<file path="src/rtl/sync_counter_n.sv">
// sync_counter_n: '163-style mod-MODULUS counter, cascadable via rco; SYNC_COUNTER_UPDOWN_EN adds down-count
module sync_counter_n #(
  parameter int WIDTH   = 4,
  parameter int MODULUS = 16
) (
  input  logic             clk,
  input  logic             clear,
  input  logic             load_b,
  input  logic             ep,
  input  logic             et,
  input  logic             up,
  input  logic [WIDTH-1:0] d,
  output logic [WIDTH-1:0] q,
  output logic             rco
);
  localparam logic [WIDTH-1:0] MAX = WIDTH'(MODULUS - 1);
  logic [WIDTH-1:0] r_q;
  logic [WIDTH-1:0] w_up_nxt;
  logic [WIDTH-1:0] w_step;
  logic             w_tc;
  // compare before incrementing so out-of-range loads wrap and nothing overflows WIDTH
  assign w_up_nxt = (r_q >= MAX) ? '0 : r_q + WIDTH'(1);
`ifdef SYNC_COUNTER_UPDOWN_EN
  logic [WIDTH-1:0] w_dn_nxt;
  assign w_dn_nxt = (r_q == '0 || r_q > MAX) ? MAX : r_q - WIDTH'(1);
  assign w_step   = up ? w_up_nxt : w_dn_nxt;
  assign w_tc     = up ? (r_q == MAX) : (r_q == '0);
`else
  logic w_unused;
  assign w_unused = up;
  assign w_step   = w_up_nxt;
  assign w_tc     = (r_q == MAX);
`endif
  always_ff @(posedge clk) begin
    if (clear) r_q <= '0;
    else if (!load_b) r_q <= d;
    else if (ep && et) r_q <= w_step;
  end
  assign q   = r_q;
  assign rco = et & w_tc;
endmodule

</file>
<file path="config.mk">
export PLATFORM = sky130hd
export DESIGN_NAME = sync_counter_n
export DESIGN_NICKNAME = d
export VERILOG_FILES = /design/src/rtl/sync_counter_n.sv
export SDC_FILE = /design/constraint.sdc
export NUM_CORES = 1
export LEC_CHECK = 0
export BUFFER_PORTS_ARGS = -buffer_cell sky130_fd_sc_hd__buf_2
export CAP_MARGIN = 0
export CORE_AREA = 4 4 41 43
export DETAILED_ROUTE_END_ITERATION = 10
export DIE_AREA = 0 0 45 47
export MAX_ROUTING_LAYER = met4
export SYNTH_ARGS = -nofsm -noshare
export SYNTH_HDL_FRONTEND = slang
export SYNTH_SLANG_ARGS = --single-unit
</file>
<file path="constraint.sdc">
create_clock -name clk -period 1.25 [get_ports clk]
set_input_delay 0.1875 -clock clk [delete_from_list [all_inputs] [get_ports clk]]
set_output_delay 0.1875 -clock clk [all_outputs]
set_load 0.02 [all_outputs]
</file>
# Yosys cells after proc, flatten, opt, wreduce, memory -nomap -nowiden
# Index checks and enable logic that the tools add are counted.
[word_totals]
reg_bits = 4
[op_classes]
reduce_logical = 1
addsub = 1
n_bitwise = 1
n_lt_le_gt_ge = 1
eq_ne = 2
n_mux = 3
[ops]
columns = ["op", "count"]
rows = [
  ["2-to-1 mux 4 bit", 3],
  ["adder 4 x 1 -> 4 bit (second input constant)", 1],
  ["equality test 4 bit (second input constant)", 1],
  ["greater-or-equal comparator 4 bit (second input constant)", 1],
  ["inequality test 2 x 1 -> 1 bit (second input constant)", 1],
  ["AND 1 bit", 1],
  ["logical AND 1 bit", 1],
]

# Longest topological paths before layout
[logic_depth]
depth_word = 4
ltp_mapped = 4
ltp_nobuf = 4

# Worst setup path after synthesis
# No wires, ideal clock.
[synth_path]
kind = "register to output"
start = "register r_q[0] (netlist: q[0])"
end = "output port rco"
path_slack_ns = -0.030
t_arrival_ns = 1.093
n_path_buf = 0
t_required_ns = 1.062
path_stages_with_launch = 4
cell_sequence = "dfxtp_1 -> ha_1 -> nand3_1 -> nor2_1"
[synth_between]
elab_chain_len = 2
[synth_rtl]
columns = ["element", "line_no", "rtl"]
rows = [
  ["start, declared", "17", "logic [WIDTH-1:0] r_q;"],
  ["start signal, assigned", "37", "else if (ep && et) r_q <= w_step;"],
  ["equality test 4 bit", "32", "assign w_tc = (r_q == MAX);"],
  ["AND 1 bit", "40", "assign rco = et & w_tc;"],
  ["end, declared", "14", "output logic rco"],
]
# No other way between the ends.

# Worst setup path after layout
# Ends and elaborated chain as after synthesis.

==> flow_metrics.tcl <==
set metrics [dict create \
    outcome "finished, final reports clean" \
    fin_ws_ps 34.9 \
    setup_viol 0 \
    wirelength_um 665 \
    synth_top_area_share_pct 33.7 \
    avgSynthCellArea_um2 8.20 \
    crit_arrival_ps 1030 \
    wire_per_inst_um 10.6 \
    relSlewSlack_pct 84.9 \
    ys_seq_area_share_pct 33.7 \
    drtIter0Drc 3 \
    first_pass_iters 4 \
    antenna_found_initial 0 \
    dp.cells 58 \
    yosysTopAreaCell "dfxtp_1" \
    grt_max_degree 10 \
    cts.clk_slew.worst_paths_ps 40 \
    synth_commonest_cells "dfxtp_1, nand2_1, nor2_1" \
    startpoint_type "flip-flop" \
    globalRoute.totalOverflow 0 \
    synth-warning-count 0 \
    worstSetupPathType "reg -> out" \
    async_flop_share_pct 0 \
    syn-instance-count 29 \
    final_nets 61 \
    stdcell_area_um2 410 \
    period_share_pct 97.2 \
    synth_cell_types 17 \
    hold_class "in -> reg" \
    syn_nets 40 \
    drc 0 \
    gp_congestion 0.669 \
    worstPathRequired_ps 1060 \
    antenna_cells 0 \
    syn2layout_area_growth_pct 72.6 \
    maxCapViolations 0 \
    synth.area.top_cells "dfxtp_1, xor2_1, nand3_1" \
    irDropWorstVdd_v 0.000243 \
    cts_sinks 4 \
    die_x_um 45 \
    total_power_uw 395 \
    io_buffer_count 13 \
    grt_usage_pct 7.75 \
    ys_ff_latch 4 \
    clock_latency_ps 230 \
    vias 285 \
    slew_violations 0 \
    fin_crit_ps 1220 \
    fin_hold_ws_ps 172 \
    cts_root_buf "clkbuf_4" \
    cp-end-kind "output port" \
    nFillCells 148 \
    largest_register_ffs 4 \
    std_cell_rows 13 \
    instances_no_fill 63 \
    crit_fanout 2 \
    cts_inserted_buffers 3 \
    synthFlopType "dfxtp_1" \
    ioPinCount 15 \
    finalCoreUtilization_pct 31.5 \
    dpl.hpwl_um 494 \
    cts.hold.buffers_added 0 \
    start_util_pct 18.3 \
    clock_path_buffers 2 \
    antenna_left 0 \
    synth_edf_count 0 \
    die_h_um 47 \
    tritoncts "built" \
    placed_area_um2 334 \
    via_per_inst 4.52 \
    place_ws_ps 168 \
    grt_pass1_wl_mm 1.09 \
    p_leak_nw 0.175 \
    hold_viol 0 \
    finClkSkew_ps 0.319 \
    rsz0062_at_grt "true" \
    tightest_slew_ps 226 \
    htreeDepth 1 \
    fmax_ghz 0.823 \
    finalSetupTns_ps 0 \
    die_area_um2 2120 \
    layout-drive-gt1-share_pct 56.3 \
    netlist_area_um2 238 \
    p_per_area_nw_per_um2 963 \
    grt_pass1_vias 270 \
    core_area_um2 1300 \
]
## cells by family after synthesis
group                    count (synthesis)  synth area share (%)
AND/OR/NAND/NOR                         15                  31.6
AO/OA/AOI/OAI                            5                  18.4
adder cells (fa/ha/maj)                  1                  5.26
buffers and inverters                    2                  3.68
XOR/XNOR                                 2                  7.37
flip-flops                               4                  33.7
## area by class of cell
cell class	instances	area, µm²	area share (%)
multi-input combinational	23	181	44.2
inverter	1	3.75	0.915
sequential	4	82.6	20.1
timing repair buffer	17	101	24.7
clock buffer	3	22.5	5.49
tap	15	18.8	4.57
## critical path: stages, from the launching register on
cell and delay (ps):
dfxtp_2 340, ha_4 160, nand3_4 90, nor2_4 100, buf_6 120
## power breakdown
part | internal, mW | switching (mW)
registers | 0.139 | 0.0123
logic | 0.0428 | 0.0453
clock network | 0.107 | 0.0486
total | 0.289 | 0.106
## final timing paths
path,startpoint,endpoint,slack (ps),cells past startpoint
setup / recovery,q[0],rco,30,4
hold reg to reg,q[1],q[1],630,3
hold / removal,clear,q[0],170,2
setup reg to reg,q[0],q[2],140,5
## what timing repair did
action / CTS / global route
buffers inserted: 1 / 1
resized for setup: 7 / 2
pin swaps: 2 / 2
setup endpoints to repair: 1 / 1
## metal layers
| metal | GRT usage, % | routed length, µm | vias to the layer above |
|---|---|---|---|
| met3 | 0 | 71 | 2 |
| met5 | - | 0 | - |
| met4 | 10.5 | 20 | 0 |
| met2 | 11.3 | 330 | 14 |
| met1 | 8.41 | 243 | 126 |
| li1 | - | - | 143 |
## cell usage in the layout (no fill, tap or decap)
cell,count
a211oi_1,1
a311oi_1,1
a311oi_2,1
a31oi_1,1
and2_2,1
buf_2,12
buf_4,4
buf_6,1
clkbuf_4,3
dfxtp_1,2
dfxtp_2,2
ha_4,1
inv_1,1
nand2_1,4
nand3_1,2
nand3_4,1
nand3b_1,1
nand4b_1,1
nor2_1,3
nor2_4,1
nor2b_1,1
o22ai_1,1
xor2_1,2
Note: power is estimated with default switching activity, not from simulation.
